<file path="src/rtl/ca_pkg.sv">
// Shared types and helpers for the cellular-automaton row engine.
package ca_pkg;

    typedef enum logic [2:0] {
        IDLE    = 3'd0,
        SEED    = 3'd1,
        WRITE   = 3'd2,
        ROW_END = 3'd3,
        DONE    = 3'd4
    } ca_state_t;

    localparam logic [15:0] CA_FG_DEFAULT = 16'h0FFF;
    localparam logic [15:0] CA_BG_DEFAULT = 16'h0000;

    // Wolfram rule lookup: the neighbourhood {left, centre, right} indexes the rule byte.
    function automatic logic ca_next_cell(input logic [7:0] rule,
                                          input logic       l,
                                          input logic       c,
                                          input logic       r);
        return rule[{l, c, r}];
    endfunction

endpackage

</file>
<file path="src/rtl/ca_row_shifter.sv">
// Row storage for the automaton: the current row shifts out one cell per
// accepted pixel while the next generation is shifted in from the MSB side.
module ca_row_shifter
    import ca_pkg::*;
#(
    parameter int HSIZE = 320
) (
    input  logic       clk,
    input  logic       rst_n,
    input  logic [7:0] rule,
    input  logic       load_seed,
    input  logic       shift,
    input  logic       swap,
    output logic       cell_out
);

    localparam logic [HSIZE-1:0] SEED_ROW = {{(HSIZE-1){1'b0}}, 1'b1} << (HSIZE / 2);

    logic [HSIZE-1:0] cur_row_q, cur_row_d;
    logic [HSIZE-1:0] nxt_row_q, nxt_row_d;
    logic             left_q, left_d;
    logic             nbit_s;

    // Next-state selection: seed load, generation swap, or one-cell shift.
    always_comb begin
        cur_row_d = cur_row_q;
        nxt_row_d = nxt_row_q;
        left_d    = left_q;
        nbit_s    = ca_next_cell(rule, left_q, cur_row_q[0], cur_row_q[1]);
        if (load_seed) begin
            cur_row_d = SEED_ROW;
            nxt_row_d = '0;
            left_d    = 1'b0;
        end else if (swap) begin
            cur_row_d = nxt_row_q;
            left_d    = 1'b0;
        end else if (shift) begin
            // Zero fill keeps the right boundary dead; left_q starts at 0 for the left one.
            left_d    = cur_row_q[0];
            cur_row_d = cur_row_q >> 1;
            nxt_row_d = {nbit_s, nxt_row_q[HSIZE-1:1]};
        end else begin
            cur_row_d = cur_row_q;
        end
    end

    // Row registers with asynchronous clear.
    always_ff @(posedge clk or negedge rst_n) begin
        if (!rst_n) begin
            cur_row_q <= '0;
            nxt_row_q <= '0;
            left_q    <= 1'b0;
        end else begin
            cur_row_q <= cur_row_d;
            nxt_row_q <= nxt_row_d;
            left_q    <= left_d;
        end
    end

    assign cell_out = cur_row_q[0];

endmodule

</file>
<file path="src/rtl/ca_row_engine.sv">
// Elementary cellular-automaton frame generator streaming pixels as
// Avalon-MM writes, row-major, one generation per frame line.
module ca_row_engine
    import ca_pkg::*;
#(
    parameter int                 HSIZE    = 320,
    parameter int                 VSIZE    = 240,
    parameter int                 AVN_AW   = 18,
    parameter int                 AVN_DW   = 16,
    parameter logic [AVN_DW-1:0]  FG_COLOR = AVN_DW'(CA_FG_DEFAULT),
    parameter logic [AVN_DW-1:0]  BG_COLOR = AVN_DW'(CA_BG_DEFAULT)
) (
    input  logic              sys_clk,
    input  logic              sys_rst_n,
    input  logic [7:0]        ca_rule,
    input  logic              ca_start,
    output logic              ca_busy,
    output logic              ca_done,
    output logic              vram_avn_write,
    output logic [AVN_AW-1:0] vram_avn_address,
    output logic [AVN_DW-1:0] vram_avn_writedata,
    input  logic              vram_avn_waitrequest
);

    localparam int XW = $clog2(HSIZE);
    localparam int YW = (VSIZE > 1) ? $clog2(VSIZE) : 1;

    ca_state_t         state_q, state_d;
    logic [7:0]        rule_q, rule_d;
    logic [XW-1:0]     x_q, x_d;
    logic [YW-1:0]     y_q, y_d;
    logic [AVN_AW-1:0] addr_q, addr_d;
    logic              write_q, write_d;
    logic              busy_q, busy_d;
    logic              done_q, done_d;

    logic accept_s, last_x_s, last_y_s;
    logic load_seed_s, shift_s, swap_s, cell_s;

    assign accept_s = write_q & ~vram_avn_waitrequest;
    assign last_x_s = (x_q == XW'(HSIZE - 1));
    assign last_y_s = (y_q == YW'(VSIZE - 1));

    // FSM, counters and row-shifter controls; nothing moves while a write stalls.
    always_comb begin
        state_d     = state_q;
        rule_d      = rule_q;
        x_d         = x_q;
        y_d         = y_q;
        addr_d      = addr_q;
        load_seed_s = 1'b0;
        shift_s     = 1'b0;
        swap_s      = 1'b0;
        case (state_q)
            IDLE: begin
                if (ca_start) begin
                    rule_d  = ca_rule;
                    state_d = SEED;
                end else begin
                    state_d = IDLE;
                end
            end
            SEED: begin
                load_seed_s = 1'b1;
                x_d         = '0;
                y_d         = '0;
                addr_d      = '0;
                state_d     = WRITE;
            end
            WRITE: begin
                if (accept_s) begin
                    shift_s = 1'b1;
                    if (last_x_s && last_y_s) begin
                        // Final pixel: address stays on the last written word.
                        state_d = DONE;
                    end else if (last_x_s) begin
                        addr_d  = addr_q + AVN_AW'(1);
                        state_d = ROW_END;
                    end else begin
                        addr_d  = addr_q + AVN_AW'(1);
                        x_d     = x_q + XW'(1);
                    end
                end else begin
                    state_d = WRITE;
                end
            end
            ROW_END: begin
                swap_s  = 1'b1;
                x_d     = '0;
                y_d     = y_q + YW'(1);
                state_d = WRITE;
            end
            DONE: begin
                state_d = IDLE;
            end
            default: begin
                state_d = IDLE;
            end
        endcase
        write_d = (state_d == WRITE);
        busy_d  = (state_d != IDLE);
        done_d  = (state_d == DONE);
    end

    // State, counters and registered handshake outputs.
    always_ff @(posedge sys_clk or negedge sys_rst_n) begin
        if (!sys_rst_n) begin
            state_q <= IDLE;
            rule_q  <= 8'h00;
            x_q     <= '0;
            y_q     <= '0;
            addr_q  <= '0;
            write_q <= 1'b0;
            busy_q  <= 1'b0;
            done_q  <= 1'b0;
        end else begin
            state_q <= state_d;
            rule_q  <= rule_d;
            x_q     <= x_d;
            y_q     <= y_d;
            addr_q  <= addr_d;
            write_q <= write_d;
            busy_q  <= busy_d;
            done_q  <= done_d;
        end
    end

    ca_row_shifter #(
        .HSIZE (HSIZE)
    ) u_shifter (
        .clk       (sys_clk),
        .rst_n     (sys_rst_n),
        .rule      (rule_q),
        .load_seed (load_seed_s),
        .shift     (shift_s),
        .swap      (swap_s),
        .cell_out  (cell_s)
    );

    assign vram_avn_write     = write_q;
    assign vram_avn_address   = addr_q;
    assign vram_avn_writedata = cell_s ? FG_COLOR : BG_COLOR;
    assign ca_busy            = busy_q;
    assign ca_done            = done_q;

endmodule

</file>
<file path="config.mk">
export PLATFORM = sky130hd
export DESIGN_NAME = ca_row_engine
export DESIGN_NICKNAME = d
export VERILOG_FILES = /design/src/rtl/ca_pkg.sv /design/src/rtl/ca_row_shifter.sv /design/src/rtl/ca_row_engine.sv
export SDC_FILE = /design/constraint.sdc
export NUM_CORES = 1
export LEC_CHECK = 0
export BUFFER_PORTS_ARGS = -buffer_cell sky130_fd_sc_hd__buf_2
export CORE_MARGIN = 4
export CORE_UTILIZATION = 25
export CTS_CLUSTER_SIZE = 40
export DETAILED_ROUTE_END_ITERATION = 6
export GPL_TIMING_DRIVEN = 1
export SLEW_MARGIN = 20
export SYNTH_ARGS = -nofsm -noshare
export SYNTH_HDL_FRONTEND = slang
export SYNTH_SLANG_ARGS = --single-unit
</file>
<file path="constraint.sdc">
create_clock -name sys_clk -period 5.2 [get_ports sys_clk]
set_input_delay 1.04 -clock sys_clk [delete_from_list [all_inputs] [get_ports sys_clk]]
set_output_delay 1.04 -clock sys_clk [all_outputs]
set_load 0.05 [all_outputs]
</file>
Yosys cells after proc, flatten, opt, wreduce, memory -nomap -nowiden
Cells that the tools add are included.
Widths: inputs -> output; s select.
- register bits after elaboration: 690
- output and inout bits: 37
- word-level logic and storage cells: 70
- add/sub/neg operators: 3
- $lt $le $gt $ge: 1
- equal/unequal tests: 11
- muxes and demuxes: 29
- bitwise logic cells: 2
- reduce and logical (&&, ||, !) cells: 13
- operator list (kind ; count):
    $mux 320 ; 6
    $mux 18 ; 2
    $pmux 18 s2 ; 1
    $mux 9 ; 3
    $add 18x1->18 const B ; 1
    $pmux 9 s2 ; 1
    $pmux 8 s2 ; 1
    $mux 12 ; 1
    $add 9x1->9 const B ; 1
    $eq 3x2->1 const B ; 3
    $eq 9x9->1 const B ; 1
    $mux 1 ; 9
    $mux 3 ; 3
    $pmux 3 s3 ; 1
    $add 8x1->8 const B ; 1
    $eq 8x8->1 const B ; 1
    $ne 2x2->1 const B ; 4
    $reduce_bool 2->1 ; 4
    $reduce_bool 3->1 ; 2
    $lt 3x4->1 const B ; 1
    $reduce_and 2->1 ; 2
    $reduce_and 4->1 ; 1
    $bmux 1 s3 ; 1
    $eq 3x1->1 const B ; 1
    other kinds (7) ; 7

Depth between registers and ports, before layout
Gate-level depths: netlist (run 1).
- depth after elaboration: 7
- mapped depth: 8
- mapped depth without buffers: 5

Modules after synthesis
From an unflattened synthesis (run 1), not the netlist that was laid out.
- cell total of the unflattened synthesis: 2716
- area, all modules: 30227.7 µm²
- modules (own cells, without submodules) (module ; times used ; cells each ; area an instance (µm²) ; seq. area each (µm²)):
    ca_row_shifter ; 1 ; 2464 ; 27689.1 ; 16040.4
    ca_row_engine ; 1 ; 252 ; 2538.7 ; 1226.2

Worst setup path after synthesis (run 1)
Ideal clock, no wire load.
- kind: input to register
- start: input port vram_avn_waitrequest
- end: register u_shifter.nxt_row_q[317]
- library setup time: 0.122 ns
- arrival time: 2.163 ns
- slack: 2.915 ns
- stages: 8
- buffers on the path: 4
- cell sequence: and3b_1 > buf_2 > o21ba_1 > buf_4 > nand2_2 > buf_4 > buf_2 > a32o_1
- longest elaborated chain between the ends: 6
- ends and longest elaborated chain (item ; line ; text):
    from (decl) ; ca_row_engine.sv:22 ; input logic vram_avn_waitrequest
    $not 1->1 ; ca_row_engine.sv:40 ; assign accept_s = write_q & ~vram_avn_waitrequest;
    $and 1x1->1 ; ca_row_engine.sv:40 ;
    $mux 1 ; ca_row_engine.sv:71 ; if (accept_s) begin
    $mux 1 ; ca_row_engine.sv:54 ; case (state_q)
    $reduce_bool 2->1 (no line) ; -- ;
    $reduce_and 2->1 (no line) ; -- ;
    to (signal assigned) ; ca_row_shifter.sv:55 ; nxt_row_q <= nxt_row_d;
    to (decl) ; ca_row_shifter.sv:20 ; logic [HSIZE-1:0] nxt_row_q, nxt_row_d;
No other way between the ends.
A chain may end at the register's enable or synchronous reset.

Final worst setup path (run 1)
- start: register state_q[1]
- end: register u_shifter.cur_row_q[148]
- longest elaborated chain between the ends: 4
- elaborated cells between the ends (all ways): 9
- ends and longest elaborated chain (item ; line ; text):
    from (decl) ; ca_row_engine.sv:28 ; ca_state_t state_q, state_d;
    from (signal assigned) ; ca_row_engine.sv:117 ; state_q <= state_d;
    $eq 3x2->1 ; ca_row_engine.sv:54 ;
    $mux 1 ; ca_row_engine.sv:54 ;
    $mux 320 ; ca_row_shifter.sv:34 ; end else if (swap) begin
    $mux 320 ; ca_row_shifter.sv:30 ; if (load_seed) begin
    to (signal assigned) ; ca_row_shifter.sv:54 ; cur_row_q <= cur_row_d;
    to (decl) ; ca_row_shifter.sv:19 ; logic [HSIZE-1:0] cur_row_q, cur_row_d;
Several ways; a longest one is shown, not always the timed one.

==> results of run 1 <==
## critical path: stages (launching register included)
cell and delay, ps:
dfrtp_4 1040, and3b_1 410, o21ba_4 200, buf_4 490, buf_4 870, a31oi_1 200
## through the flow
stage / area, sq um / total power (uW) / util (%)
5_1_grt: 32400 / 13100 / 28.3
3_5_place_dp: 30000 / 7460 / 26.2
4_1_cts: 32400 / 12700 / 28.3
6_report: 32400 / 12500 / 28.3
2_1_floorplan: 28800 / 7100 / -
3_3_place_gp: 30000 / 7420 / 26.2
## sequential cells by signal, indices dropped and copies added, names as in the netlist, 3 cells and up
register,count
x_q,9
u_shifter.cur_row_q,320
rule_q,8
state_q,3
y_q,8
u_shifter.nxt_row_q,320
vram_avn_address,18
## routing by layer
metal | up-vias | routed length (microns) | global-route usage, %
met4 | 0 | 1090 | 2.95
met3 | 63 | 1840 | 1.43
met5 | - | 0 | 0
li1 | 9728 | - | -
met2 | 242 | 27400 | 16.0
met1 | 10500 | 29600 | 13.6
## power breakdown
part | internal [uW] | switching [uW] | total, uW
logic | 407 | 735 | 1140
registers | 5870 | 327 | 6200
clock network | 2990 | 2150 | 5140
## cells in the final DEF, fill, tap and decap left out, types with 23 or more instances in the layout
cell type	count
a21oi_1	42
nor2_1	347
a32o_1	23
nor3_1	27
a22o_1	298
nand3_1	313
nand2_1	330
dfrtp_1	689
clkbuf_16	78
a31oi_1	297
buf_2	43
## worst max-delay path by stage
stage	cells after the start	end
4_1_cts	5	u_shifter.cur_row_q[148]
3_5_place_dp	6	u_shifter.cur_row_q[148]
3_3_place_gp	6	u_shifter.cur_row_q[232]
6_report	5	u_shifter.cur_row_q[148]
2_1_floorplan	8	u_shifter.nxt_row_q[317]
5_1_grt	6	u_shifter.cur_row_q[241]
## cells by family (layout without fill, tap and decap cells)
family,after synthesis,in the layout
flops,690,690
compound gates,692,692
mux,22,22
buf+inv,283,212
other cells,1,4
fa+ha+maj,3,3
simple gates,1077,1077
xor+xnor,1,1
## cell type report
cell class	instances	share of cell area (%)
repair buffers	74	1.91
multi-input cells	1799	31.5
clock buffers	115	6.95
flip-flops and latches	690	53.4
well taps	1512	5.85
clock inverters	20	0.433
inverters	3	0.0348
==> reports/qor.yml, run 1 <==
drv_slew: 0
hold_buffers: 0
worstPathMaxFanout: 110
path_clk_slew_ps: 60
viasPerCell: 4.87
setup.worst_path.end_class: "flip-flop"
yosysMostFrequentCell: "dfrtp_1"
final-setup-viol-count: 0
power_leakage_uw: 0.0141
cts_sinks: 690
grt_overflow: 0
placeableCoreArea_sq_um: 114000
hold_end: "u_shifter.cur_row_q[319]"
synth_edf_count: 0
hold_start: "u_shifter.cur_row_q[319]"
final_nets: 2658
cts_buffer_depth: 3
place_inst: 4078
synth-xor-area-share_pct: 0.0304
cts_made_buffers: 75
grt_pass1_wl_microns: 104000
grt_max_degree: 240
status: "finished clean"
ir_worst_vdd_mv: 0.194
initial_core_util_pct: 25.2
worst_pin_slew_ps: 1040
setup_slack_ps: 1730
syn_area_sq_um: 28800
synth-main-ff-cell: "dfrtp_1"
finalNonFillerCells: 4213
reg2regPathDepth: 5
netlist_instances: 2769
rows: 124
yosys-top-cells-count: "dfrtp_1 (690), nor2_1 (348), nand2_1 (330)"
syn_area_per_cell_sq_um: 10.4
num-fill-cells: 11800
setup.worst_path.start_class: "flip-flop"
seq_area_frac_synth_pct: 60.0
yosys.area.top_type: "dfrtp_1"
fp.dieArea_sq_um: 121000
synth_fa_ha_area_share_pct: 0.130
slew_headroom_pct: 30.8
worst-setup-path-type: "reg -> reg"
worstReg2RegEnd: "u_shifter.cur_row_q[148]"
tns_ps: 0
r2r-start: "state_q[1]"
gp_congestion: 0.696
syn_to_final_growth_pct: 12.5
ys_ff_latch: 690
grt.total_usage_pct: 9.82
fin_skew_ps: 18.0
period_share_pct: 66.7
synth_top_family_by_area: "compound AO/OA/AOI/OAI gates"
port-buffer-count: 44
drive_gt1_share_pct: 7.89
worstSetupStartpoint: "state_q[1]"
antenna_cells: 0
yosys.area_share.simple_pct: 16.3
powerDensity_nw_per_um2: 386
synth.area.top_cells: "dfrtp_1 (60%), a22o_1 (9.1%), a31oi_1 (6.5%), nand3_1 (5.4%), nor2_1 (4.5%)"
reg2reg_setup_slack_ps: 1730
dp_slack_ps: 1660
die_w_microns: 347
hold_viol: 0
min_path_cells: 1
drcViolationCount: 0
grt_pass1_vias: 20300
multi_input_area_sq_um: 10200
ctsRootBufferMaster: "clkbuf_16"
synth-compound-area-share_pct: 17.8
async_flop_share_pct: 100
post-route-min-period_ps: 3470
ctsResizeCount: 0
vias: 20500
cts_tree: "done"
post_cts_buffers: 0
drv_cap: 0
whs_ps: 495
pin_count: 49
wirelength_microns: 59900
ff_latch_area_sq_um: 17300
rsz0062_at_grt: "false"
fmax_mhz: 288
h-tree-depth: 3
ys_types: 50
antenna_found_initial: 0
dr.pass1.iters: 5
dp_hpwl_microns: 30000
wl_per_cell_microns: 14.2
clk_latency_ps: 620
required_ps: 5630
synth_top_area_share_pct: 60.0
ant_nets: 0
die_y_microns: 347
drtIter0Drc: 1889
synthMuxAreaShare_pct: 0.887
hold_path_class: "reg -> reg"
ys_warn_count: 0
cp_data_arrival_time_ps: 3900
No activity file was read; power rests on OpenSTA's default activity.
==> inputs of run 2 (changes only) <==
==> constraint.sdc (replaced) <==
create_clock -name sys_clk -period 3.21 [get_ports sys_clk]
set_input_delay 0.642 -clock sys_clk [delete_from_list [all_inputs] [get_ports sys_clk]]
set_output_delay 0.642 -clock sys_clk [all_outputs]
set_load 0.05 [all_outputs]
==> reports/qor.yml, run 2 (synthesis results as in run 1) <==
required_ps: 3720
ir_worst_vdd_mv: 0.386
ant_nets: 0
rows: 124
viasPerCell: 4.84
post-route-min-period_ps: 2370
cts_sinks: 690
num-fill-cells: 11800
wl_per_cell_microns: 14.2
gp_congestion: 0.688
fmax_mhz: 421
final_nets: 2689
cts_buffer_depth: 3
multi_input_area_sq_um: 10200
whs_ps: 49.0
drcViolationCount: 0
drv_slew: 0
grt_pass1_vias: 20200
hold_buffers: 0
ctsResizeCount: 0
pin_count: 49
clk_latency_ps: 620
initial_core_util_pct: 25.2
final_cell_mix: "dfrtp_1 (689), nor2_1 (348), nand2_1 (330)"
setup.worst_path.end_class: "flip-flop"
drv_cap: 0
grt.total_usage_pct: 9.89
powerDensity_nw_per_um2: 626
grt_max_degree: 235
cts_tree: "done"
grt_pass1_wl_microns: 105000
hold_path_class: "in -> async"
power_leakage_uw: 0.0144
worst-setup-path-type: "reg -> reg"
worst_pin_slew_ps: 1050
rsz0062_at_grt: "false"
setup.worst_path.start_class: "flip-flop"
slowest_stage: "dfrtp_1"
hold_viol: 0
place_inst: 4109
fp.dieArea_sq_um: 121000
cp_data_arrival_time_ps: 2890
tns_ps: 0
port-buffer-count: 44
slew_headroom_pct: 30.0
worstPathMaxFanout: 50
placeableCoreArea_sq_um: 114000
antenna_cells: 0
die_w_microns: 347
final-setup-viol-count: 0
cts_made_buffers: 75
drtIter0Drc: 1738
finalNonFillerCells: 4240
dr.pass1.iters: 5
period_share_pct: 74.0
ctsRootBufferMaster: "clkbuf_16"
path_clk_slew_ps: 60
die_y_microns: 347
status: "finished clean"
drive_gt1_share_pct: 8.87
vias: 20500
dp_hpwl_microns: 32100
crit_top_cell: "buf_4"
setup_slack_ps: 835
cp_cell_sequence: "and2b_4, buf_4, buf_4, nand3_1, a31oi_1"
wirelength_microns: 60100
fin_skew_ps: 25.5
syn_to_final_growth_pct: 14.0
antenna_found_initial: 0
max_stage_delay_ps: 600
h-tree-depth: 3
ff_latch_area_sq_um: 17300
final_common_cell: "dfrtp_1"
dp_slack_ps: 644
grt_overflow: 0
post_cts_buffers: 0
run 2: changes by cell type in the layout (fill, tap and decap cells not counted), sizes merged:
cell / delta
buf: +31
clkbuf: -12
clkinvlp: +2
bufinv: +6
inv: -1
clkinv: +1
run 2: worst max-delay path, delay by kind of cell (launching register included):
kind / cells / cell delay, ps
AO/OA/AOI/OAI: 1 / 230
buffers and inverters: 2 / 1030
AND/OR/NAND/NOR: 2 / 360
flip-flops: 1 / 600
run 2: final timing paths:
path | from | endpoint | slack, ps | depth (start not counted)
worst max-delay path | state_q[0] | u_shifter.cur_row_q[230] | 840 | 5
worst min-delay path | sys_rst_n | u_shifter.nxt_row_q[181] | 50 | 1
worst min register to register | u_shifter.cur_row_q[160] | u_shifter.cur_row_q[160] | 500 | 2
worst max register to register | state_q[0] | u_shifter.cur_row_q[230] | 840 | 5
min in group sys_clk | ca_rule[4] | rule_q[4] | 270 | 2
max in group asynchronous | sys_rst_n | u_shifter.cur_row_q[263] | 2180 | 2
run 2: layout make-up:
cell class                      count  share of cell area [%]
Tap cell                         1512                    5.77
Clock buffer                      103                    6.42
Multi-Input combinational cell   1799                    31.0
Clock inverter                     28                    1.06
Sequential cell                   690                    52.7
Inverter                            3                  0.0343
Timing Repair Buffer              105                    3.01
run 2: stage by stage:
step | utilization (%) | cell area (sq um) | total power, uW
2_1_floorplan | - | 28800 | 11500
3_3_place_gp | 26.5 | 30300 | 12100
3_5_place_dp | 26.5 | 30300 | 12100
4_1_cts | 28.7 | 32800 | 20800
5_1_grt | 28.7 | 32800 | 21500
6_report | 28.7 | 32800 | 20500
run 2: where the power goes:
group | switching, uW | total (uW) | leakage, uW | internal [uW]
sequential | 535 | 10100 | 0.00825 | 9520
clock | 3480 | 8570 | 0.00120 | 5080
combinational | 1200 | 1890 | 0.00491 | 692
total | 5220 | 20500 | 0.0144 | 15300
run 2: metal layers:
metal / up-vias / wire [microns] / global-route usage (%)
met5: - / 0 / 0
li1: 9800 / - / -
met2: 266 / 27300 / 15.5
met4: 0 / 1260 / 3.16
met1: 10400 / 29500 / 14.0
met3: 94 / 2070 / 1.49
==> inputs of run 3 (changes only) <==
--- a/config.mk
+++ b/config.mk
@@ -5,6 +5,7 @@
 export SDC_FILE = /design/constraint.sdc
 export NUM_CORES = 1
 export LEC_CHECK = 0
+export ABC_AREA = 1
 export BUFFER_PORTS_ARGS = -buffer_cell sky130_fd_sc_hd__buf_2
 export CORE_MARGIN = 4
 export CORE_UTILIZATION = 25
==> constraint.sdc (replaced) <==
create_clock -name sys_clk -period 2.2 [get_ports sys_clk]
set_input_delay 0.44 -clock sys_clk [delete_from_list [all_inputs] [get_ports sys_clk]]
set_output_delay 0.44 -clock sys_clk [all_outputs]
set_load 0.05 [all_outputs]
==> reports/qor.yml, run 3 <==
grt_max_degree: 134
worstPathMaxFanout: 126
synth.area.top_cells: "dfrtp_1 (60%), o22ai_1 (13%), inv_1 (8.6%), o21ai_0 (6.4%), nand2_1 (5.3%)"
grt_overflow: 0
switchingPower_uw: 6330
gp_congestion: 0.740
synth-main-ff-cell: "dfrtp_1"
fmax_mhz: 505
ys_warn_count: 0
post-route-min-period_ps: 1980
clk_latency_ps: 600
crit_top_cell: "nand2_8"
vias: 21000
wl_per_cell_microns: 12.3
final_cell_mix: "dfrtp_1 (689), inv_1 (662), o22ai_1 (613)"
intPower_uw: 20900
yosys-top-cells-count: "dfrtp_1 (690), inv_1 (662), o22ai_1 (613)"
worst-setup-path-type: "reg -> reg"
cts_made_buffers: 75
rows: 124
antenna_cells: 0
yosysMostFrequentCell: "dfrtp_1"
finalNonFillerCells: 4703
fin_skew_ps: 19.0
cts_buffer_depth: 3
final_nets: 3147
hold_path_class: "in -> reg"
fin_util_pct: 29.6
slowest_stage: "dfrtp_1"
die_w_microns: 349
fp.dieArea_sq_um: 122000
drv_cap: 0
status: "finished clean"
async_flop_share_pct: 100
max_stage_delay_ps: 410
num-fill-cells: 12000
multi_input_area_sq_um: 8250
h-tree-depth: 3
ir_worst_vdd_mv: 0.559
wirelength_microns: 57700
r2r-start: "state_q[2]"
netlist_instances: 3147
drive_gt1_share_pct: 8.62
antenna_found_initial: 0
post-route-cell-area_sq_um: 34000
swShare_pct: 23.2
seq_area_frac_synth_pct: 59.5
post_cts_buffers: 0
grt_pass1_vias: 21000
setup.worst_path.start_class: "flip-flop"
syn_area_per_cell_sq_um: 9.22
dp_hpwl_microns: 34100
ctsRootBufferMaster: "clkbuf_16"
worst_pin_slew_ps: 730
syn_area_sq_um: 29000
min_path_cells: 2
placeableCoreArea_sq_um: 115000
synth_edf_count: 0
setup.worst_path.end_class: "flip-flop"
cp_cell_sequence: "inv_1, nand2_1, nor2_4, nand2_8, nand2_8, buf_12, o22ai_1"
ff_latch_area_sq_um: 17300
clkPwrFrac_pct: 46.5
pwr-share-seq_pct: 47.7
dr.pass1.iters: 5
viasPerCell: 4.47
cts_tree: "done"
period_share_pct: 90.0
place_area_sq_um: 31500
port-buffer-count: 44
grt_pass1_wl_microns: 102000
place_inst: 4566
cts_sinks: 690
drtIter0Drc: 1329
final_common_cell: "dfrtp_1"
hold_viol: 0
synth_top_area_share_pct: 59.5
hold_start: "ca_rule[2]"
rsz0062_at_grt: "false"
slew_headroom_pct: 51.3
die_y_microns: 349
required_ps: 2640
path_clk_slew_ps: 60
powerDensity_nw_per_um2: 801
comb_power_share_pct: 5.8
yosys.area.top_type: "dfrtp_1"
initial_core_util_pct: 25.3
cp_data_arrival_time_ps: 2420
syn_to_final_growth_pct: 17.2
ys_ff_latch: 690
tns_ps: 0
ys_types: 36
reg2reg_setup_slack_ps: 220
final-setup-viol-count: 0
drv_slew: 0
pin_count: 49
reg2regPathDepth: 7
ant_nets: 0
worstReg2RegEnd: "u_shifter.cur_row_q[254]"
power_leakage_uw: 0.0161
hold_end: "rule_q[2]"
grt.total_usage_pct: 9.57
drcViolationCount: 0
run 3: power by group through the flow:
stage	Clock, uW	Combinational, uW	Sequential [uW]
5_1_grt	13600	1740	13000
4_1_cts	13100	1600	13000
3_3_place_gp	0	1590	13200
3_5_place_dp	0	1600	13200
6_report	12700	1570	13000
2_1_floorplan	0	708	13400
run 3: area by class of cell:
class	instances	share of cell area, %
clock buffer	121	6.86
clock inverter	15	0.567
sequential	690	50.8
inverter	666	7.35
multi-input combinational	1561	24.2
timing repair buffer	138	4.64
tap	1512	5.56
run 3: kinds of logic (layout without fill, tap and decap cells):
group / count (synthesis) / count (layout) / share of synthesized area (%)
flops: 690 / 690 / 59.5
buf+inv: 899 / 940 / 12.3
other cells: 1 / 4 / 0.0129
xor+xnor: 9 / 9 / 0.272
compound gates: 1013 / 1013 / 20.3
fa+ha+maj: 3 / 3 / 0.129
mux: 6 / 6 / 0.233
simple gates: 526 / 526 / 7.26
run 3: worst max-delay path, delay by kind of cell, from the launching register on:
kind | cells | cell delay [ps]
compound gates | 1 | 160
buf+inv | 2 | 510
flops | 1 | 410
simple gates | 4 | 540
run 3: worst max-delay path by stage:
stage | startpoint | endpoint | slack [ps] | depth (start not counted)
after floorplan | vram_avn_address[0] | vram_avn_address[16] | 400 | 8
after global placement | state_q[2] | u_shifter.cur_row_q[261] | 270 | 8
after detailed placement | state_q[2] | u_shifter.cur_row_q[188] | 240 | 8
after CTS | u_shifter.cur_row_q[0] | vram_avn_writedata[11] | 20 | 1
after global routing | state_q[2] | u_shifter.cur_row_q[255] | 110 | 8
final | state_q[2] | u_shifter.cur_row_q[254] | 220 | 7
run 3: what timing repair did:
item	4_1_cts	5_1_grt
endpoints found under the hold margin	24	0
setup endpoints to repair	0	12
hold buffers	1	0
resized for setup	0	1
run 3: routing by layer:
layer	share of wire (%)	routed length, microns	track usage (%)	up-vias
met3	3.2	1840	1.40	76
met4	1.7	972	2.78	0
met1	48	27600	12.7	10300
met5	0	0	0	-
li1	-	-	-	10400
met2	47	27300	16.2	216
run 3: metrics by stage:
step | hold slack, ps | power [uW] | worst slack, ps
after floorplan | 144 | 14100 | 398
after detailed placement | 367 | 14800 | 241
after CTS | 19.0 | 27600 | 15.2
final | 67.1 | 27200 | 221
after global placement | 364 | 14800 | 269
after global routing | 41.0 | 28400 | 110
